[src/rtl/stopwatch_display.sv]
// Multiplexed MM.SS driver for a 4-digit common-anode 7-segment display.
// Inputs are snapshotted at each frame start, converted to BCD by a sequential
// double-dabble engine, and committed to the scanned digits at the next frame start.
module stopwatch_display #(
  parameter int unsigned REFRESH_DIV  = 4,
  parameter int unsigned BLINK_FRAMES = 2
) (
  input  logic       clk,
  input  logic       rst,
  input  logic [7:0] minutes,
  input  logic [5:0] seconds,
  input  logic [1:0] status,
  output logic [3:0] an,
  output logic [6:0] seg,
  output logic       dp,
  output logic       ovf,
  output logic       frame_start
);

  localparam int unsigned CntW = (REFRESH_DIV > 1) ? $clog2(REFRESH_DIV) : 1;
  localparam int unsigned FrmW = (BLINK_FRAMES > 1) ? $clog2(BLINK_FRAMES) : 1;

  localparam logic [1:0] StatusPaused = 2'b10;

  // Active-low gfedcba pattern for one BCD digit; non-decimal codes blank.
  function automatic logic [6:0] seg_decode(input logic [3:0] d);
    logic [6:0] s;
    case (d)
      4'd0:    s = 7'b1000000;
      4'd1:    s = 7'b1111001;
      4'd2:    s = 7'b0100100;
      4'd3:    s = 7'b0110000;
      4'd4:    s = 7'b0011001;
      4'd5:    s = 7'b0010010;
      4'd6:    s = 7'b0000010;
      4'd7:    s = 7'b1111000;
      4'd8:    s = 7'b0000000;
      4'd9:    s = 7'b0010000;
      default: s = 7'b1111111;
    endcase
    return s;
  endfunction

  // One double-dabble iteration on {bcd[7:0], bin[7:0]}: add-3 correction then shift.
  function automatic logic [15:0] dabble_step(input logic [15:0] v);
    logic [15:0] t;
    t = v;
    if (t[11:8] >= 4'd5) t[11:8] = t[11:8] + 4'd3;
    if (t[15:12] >= 4'd5) t[15:12] = t[15:12] + 4'd3;
    return {t[14:0], 1'b0};
  endfunction

  // Scan state
  logic [CntW-1:0] cnt_q, cnt_d;
  logic [1:0]      idx_q, idx_d;
  logic [3:0]      an_q, an_d;
  logic [6:0]      seg_q, seg_d;
  logic            dp_q, dp_d;
  logic            fs_q, fs_d;
  // Converter / snapshot state
  logic [15:0]     min_sh_q, min_sh_d;
  logic [15:0]     sec_sh_q, sec_sh_d;
  logic [2:0]      iter_q, iter_d;
  logic            busy_q, busy_d;
  logic [1:0]      status_snap_q, status_snap_d;
  logic            ovf_stage_q, ovf_stage_d;
  logic [7:0]      min_stage_q, min_stage_d;
  logic [7:0]      sec_stage_q, sec_stage_d;
  // Committed (displayed) frame
  logic [7:0]      min_bcd_q, min_bcd_d;
  logic [7:0]      sec_bcd_q, sec_bcd_d;
  logic            ovf_q, ovf_d;
  logic [1:0]      status_disp_q, status_disp_d;
  // Blink timing
  logic [FrmW-1:0] frame_cnt_q, frame_cnt_d;
  logic            blink_q, blink_d;

  logic            tick;
  logic            frame_edge;
  logic [7:0]      min_clamped;
  logic [15:0]     min_step;
  logic [15:0]     sec_step;
  logic [3:0]      digit;

  assign tick        = (cnt_q == CntW'(REFRESH_DIV - 1));
  assign frame_edge  = tick && (idx_q == 2'd3);
  assign min_clamped = (minutes > 8'd99) ? 8'd99 : minutes;
  assign min_step    = dabble_step(min_sh_q);
  assign sec_step    = dabble_step(sec_sh_q);

  // Refresh counter, frame commit and blink phase
  always_comb begin
    cnt_d         = tick ? '0 : cnt_q + 1'b1;
    idx_d         = tick ? idx_q + 2'd1 : idx_q;
    fs_d          = frame_edge;
    min_bcd_d     = min_bcd_q;
    sec_bcd_d     = sec_bcd_q;
    ovf_d         = ovf_q;
    status_disp_d = status_disp_q;
    frame_cnt_d   = frame_cnt_q;
    blink_d       = blink_q;
    if (frame_edge) begin
      min_bcd_d     = min_stage_q;
      sec_bcd_d     = sec_stage_q;
      ovf_d         = ovf_stage_q;
      status_disp_d = status_snap_q;
      if (frame_cnt_q == FrmW'(BLINK_FRAMES - 1)) begin
        frame_cnt_d = '0;
        blink_d     = ~blink_q;
      end else begin
        frame_cnt_d = frame_cnt_q + 1'b1;
      end
    end
  end

  // Snapshot at frame start, then eight dabble iterations into the staging regs
  always_comb begin
    min_sh_d      = min_sh_q;
    sec_sh_d      = sec_sh_q;
    iter_d        = iter_q;
    busy_d        = busy_q;
    status_snap_d = status_snap_q;
    ovf_stage_d   = ovf_stage_q;
    min_stage_d   = min_stage_q;
    sec_stage_d   = sec_stage_q;
    if (frame_edge) begin
      min_sh_d      = {8'h00, min_clamped};
      sec_sh_d      = {8'h00, 2'b00, seconds};
      iter_d        = 3'd0;
      busy_d        = 1'b1;
      status_snap_d = status;
      ovf_stage_d   = (minutes > 8'd99);
    end else if (busy_q) begin
      min_sh_d = min_step;
      sec_sh_d = sec_step;
      iter_d   = iter_q + 3'd1;
      if (iter_q == 3'd7) begin
        busy_d      = 1'b0;
        min_stage_d = min_step[15:8];
        sec_stage_d = sec_step[15:8];
      end
    end
  end

  // Registered digit outputs, decoded from the value committed in the same edge
  always_comb begin
    an_d  = an_q;
    seg_d = seg_q;
    dp_d  = dp_q;
    case (idx_d)
      2'd0:    digit = sec_bcd_d[3:0];
      2'd1:    digit = sec_bcd_d[7:4];
      2'd2:    digit = min_bcd_d[3:0];
      default: digit = min_bcd_d[7:4];
    endcase
    if (tick) begin
      an_d  = ~(4'b0001 << idx_d);
      seg_d = seg_decode(digit);
      if (idx_d == 2'd2) begin
        dp_d = (status_disp_d == StatusPaused) ? ~blink_q : 1'b0;
      end else begin
        dp_d = 1'b1;
      end
    end
  end

  // State registers
  always_ff @(posedge clk or posedge rst) begin
    if (rst) begin
      cnt_q         <= '0;
      idx_q         <= 2'd3;
      an_q          <= 4'b1111;
      seg_q         <= 7'b1111111;
      dp_q          <= 1'b1;
      fs_q          <= 1'b0;
      min_sh_q      <= '0;
      sec_sh_q      <= '0;
      iter_q        <= '0;
      busy_q        <= 1'b0;
      status_snap_q <= '0;
      ovf_stage_q   <= 1'b0;
      min_stage_q   <= '0;
      sec_stage_q   <= '0;
      min_bcd_q     <= '0;
      sec_bcd_q     <= '0;
      ovf_q         <= 1'b0;
      status_disp_q <= '0;
      frame_cnt_q   <= '0;
      blink_q       <= 1'b0;
    end else begin
      cnt_q         <= cnt_d;
      idx_q         <= idx_d;
      an_q          <= an_d;
      seg_q         <= seg_d;
      dp_q          <= dp_d;
      fs_q          <= fs_d;
      min_sh_q      <= min_sh_d;
      sec_sh_q      <= sec_sh_d;
      iter_q        <= iter_d;
      busy_q        <= busy_d;
      status_snap_q <= status_snap_d;
      ovf_stage_q   <= ovf_stage_d;
      min_stage_q   <= min_stage_d;
      sec_stage_q   <= sec_stage_d;
      min_bcd_q     <= min_bcd_d;
      sec_bcd_q     <= sec_bcd_d;
      ovf_q         <= ovf_d;
      status_disp_q <= status_disp_d;
      frame_cnt_q   <= frame_cnt_d;
      blink_q       <= blink_d;
    end
  end

  assign an          = an_q;
  assign seg         = seg_q;
  assign dp          = dp_q;
  assign ovf         = ovf_q;
  assign frame_start = fs_q;

endmodule
[config.mk]
export PLATFORM = sky130hd
export DESIGN_NAME = stopwatch_display
export DESIGN_NICKNAME = d
export VERILOG_FILES = /design/src/rtl/stopwatch_display.sv
export SDC_FILE = /design/constraint.sdc
export NUM_CORES = 1
export LEC_CHECK = 0
export CAP_MARGIN = 40
export CORE_ASPECT_RATIO = 0.7
export CORE_MARGIN = 5
export CORE_UTILIZATION = 32
export CTS_CLUSTER_SIZE = 20
export DETAILED_ROUTE_END_ITERATION = 16
export GPL_ROUTABILITY_DRIVEN = 0
export PLACE_DENSITY = 0.55
export SLEW_MARGIN = 20
export SYNTH_ARGS = -nofsm -noshare
export SYNTH_HDL_FRONTEND = slang
export SYNTH_SLANG_ARGS = --single-unit
[constraint.sdc]
create_clock -name clk -period 3.8 [get_ports clk]
set_input_delay 0.95 -clock clk [delete_from_list [all_inputs] [get_ports clk]]
set_output_delay 0.95 -clock clk [all_outputs]
set_load 0.005 [all_outputs]
==> impl_metrics.tcl <==
set metrics [dict create \
    outcome "finished, final reports clean" \
    postSynth.asyncResetShare_pct 100.0 \
    synth_area_leaders "dfrtp_1 (42%), mux2i_1 (8.8%), dfstp_2 (7.9%)" \
    required_ns 4.06 \
    synth.most_common_cell "nand2_1" \
    hold_buffers 0 \
    worstSetupPathType "flop to flop" \
    path_clk_slew_ns 0.06 \
    ys_ff_latch 93 \
    fmaxAchievable_mhz 310.6 \
    wl_per_cell_um 14.26 \
    wl_met1_um 5063 \
    fillers 1363 \
    routed-wl-met2_um 4104 \
    drive_above_1_share_pct 11.63 \
    vias 3324 \
    syn_area_mm2 0.004659 \
    max-vdd-ir-drop_mv 0.2384 \
    worstPathArrival_ns 3.48 \
    p_leak_nw 2.619 \
    clockRootBuffer "clkbuf_16" \
    grt_start_max_net_pins 60 \
    final-setup-viol-count 0 \
    ios 32 \
    synth_top_cell_by_area "dfrtp_1" \
    grt_usage_pct 11.97 \
    netlist_instances 460 \
    io_buffers 31 \
    final_cells 680 \
    power.total_mw 2.497 \
    post_cts_buffers 0 \
    ys.flop_type "dfrtp_1" \
    postCtsResizedCells 0 \
    numCtsBuffers 9 \
    max-slew-margin-rel_pct 50.37 \
    cap_violations 0 \
    clk_latency_ns 0.34 \
    syn_to_final_growth_pct 17.37 \
    hold-path-endpoint "cnt_q[0]" \
    hold_path_class "flop to flop" \
    core_region_area_mm2 0.01410 \
    layout.nets 520 \
    finClkSkew_ns 0.005789 \
    rsz0062_at_grt "false" \
    grt_pass1_wl_um 16950 \
    initial_core_util_pct 33.05 \
    drt_wl_total_um 9698 \
    timing.rr.end "seg[5]" \
    synth_edf_count 0 \
    top_layer "met4" \
    r2r_cells 10 \
    rr_startpoint "idx_q[0]" \
    cts.sinks 93 \
    ant_nets 0 \
    die_w_um 154.2 \
    whs_ns 0.4255 \
    drt_pre_antenna_iters 5 \
    drc 0 \
    num_rows 36 \
    dp_hpwl_um 6609 \
    vias_per_cell 4.888 \
    utilization_pct 38.79 \
    netlist_top_cells_count "nand2_1 (83), dfrtp_1 (79), mux2i_1 (41)" \
    die_h_um 111.0 \
    critPathMaxFanout 17 \
    dr_wl_met3_um 431 \
    tns_ns 0 \
    r2r_slack_ns 0.58 \
    start_kind "flop" \
    dpl_worst_slack_ns 0.5910 \
    clockBufferDepth 2 \
    dp_cells 663 \
    fin_crit_ns 3.220 \
    finalHoldViolations 0 \
    syn_area_per_cell_um2 10.13 \
    yosysUniqueCellTypes 56 \
    tightest_slew_ns 0.7423 \
    grt_pass1_vias 3437 \
    die_area_mm2 0.01711 \
    setup_slack_ns 0.5801 \
    cts_tree "yes" \
    final_area_mm2 0.005469 \
    syn-num-nets 495 \
    place_area_mm2 0.005152 \
    finalMaxSlewViolations 0 \
    antenna_found_initial 0 \
    drt_iter0_markers 200 \
    min_from "cnt_q[0]" \
    htreeDepth 3 \
    grt-ovfl-total 0 \
    holdPathStages 1 \
    crit_path_end_kind "flop" \
    diodes 0 \
    synth_top_area_share_pct 42.43 \
    timing.final.crit_share_pct 84.73 \
    ys_seq_area_share_pct 50.32 \
    pwr_density_cell_mw_per_mm2 456.5 \
    ys_warn_count 0 \
]
==> registers in the layout, summed over array words and instances, names as in the netlist, 2 cells and up <==
signal,count
min_sh_q,16
sec_sh_q,16
min_bcd_q,8
min_stage_q,8
sec_bcd_q,8
sec_stage_q,8
seg,7
an,4
iter_q,3
cnt_q,2
idx_q,2
status_disp_q,2
status_snap_q,2
==> power by group <==
group	total (mW)	internal, mW	switching [mW]
registers	1.23	1.14	0.0908
clock network	0.914	0.529	0.384
logic	0.348	0.192	0.156
total	2.50	1.87	0.631
==> layer usage <==
metal / global-route usage (%) / vias up
met5: 0 / -
met4: 3.000 / 0
met3: 3.121 / 8
met2: 17.35 / 65
met1: 17.74 / 1617
li1: - / 1634
==> how the worst max path moves through the flow <==
stage	startpoint	to	slack, ns	cells past startpoint
detailed placement	idx_q[0]	seg[5]	0.59	10
global placement	idx_q[0]	seg[5]	0.73	10
CTS	idx_q[0]	seg[5]	0.59	10
finish	idx_q[0]	seg[5]	0.58	10
global route	idx_q[0]	seg[5]	0.33	10
floorplan	rst	blink_q	0.45	1
==> final cells by class <==
cell class / instances / area (um2) / share of cell area (%)
clock buffer: 11 / 242.7 / 4.438
clock inverter: 5 / 58.81 / 1.075
inverter: 18 / 68.82 / 1.258
multi-input combinational: 325 / 2133 / 39.01
sequential: 93 / 2345 / 42.87
tap: 190 / 237.7 / 4.347
timing repair buffer: 38 / 382.9 / 7.001
==> cell families after synthesis <==
group	synth area share, %
and+or+nand+nor	14.93
DFF	50.32
AOI/OAI and AO/OA	12.38
muxes	12.03
buffers and inverters	3.894
adders and majority gates	4.565
xor gates and xnor gates	1.880
==> placed cells by master (no fill, tap or decap), types with 2 or more instances in the layout <==
cell	Yosys	routed
a21o_1	4	4
and3_1	2	2
a21oi_4	2	2
inv_1	18	17
o21ai_0	21	21
mux2i_1	41	41
dfrtp_1	79	79
clkdlybuf4s50_1	0	31
ha_1	17	17
o2bb2ai_1	4	4
nand2_1	83	83
nor3_1	8	8
clkinv_2	0	2
clkinvlp_4	0	2
o22ai_1	7	7
o211a_1	2	2
nand3b_1	2	2
a21oi_1	22	22
a211oi_1	2	2
a31oi_1	4	4
nor3b_1	4	4
a22o_1	3	3
dfstp_2	14	14
o311ai_0	2	2
nor2_1	31	31
o21bai_1	2	2
nand3_1	7	7
buf_4	0	5
clkbuf_16	0	9
xnor2_1	7	7
nand2b_1	9	9
mux2_2	12	12
xor2_1	3	3
==> critical path, cell delays in order (launching register included) <==
cell	delay [ns]
dfstp_2	0.71
ha_1	0.70
mux2i_1	0.16
o2bb2ai_1	0.16
and2_1	0.19
o31a_1	0.35
inv_1	0.15
ha_1	0.24
o21bai_1	0.16
o2bb2ai_1	0.12
a31oi_1	0.19
(Power assumes the default switching activity.)
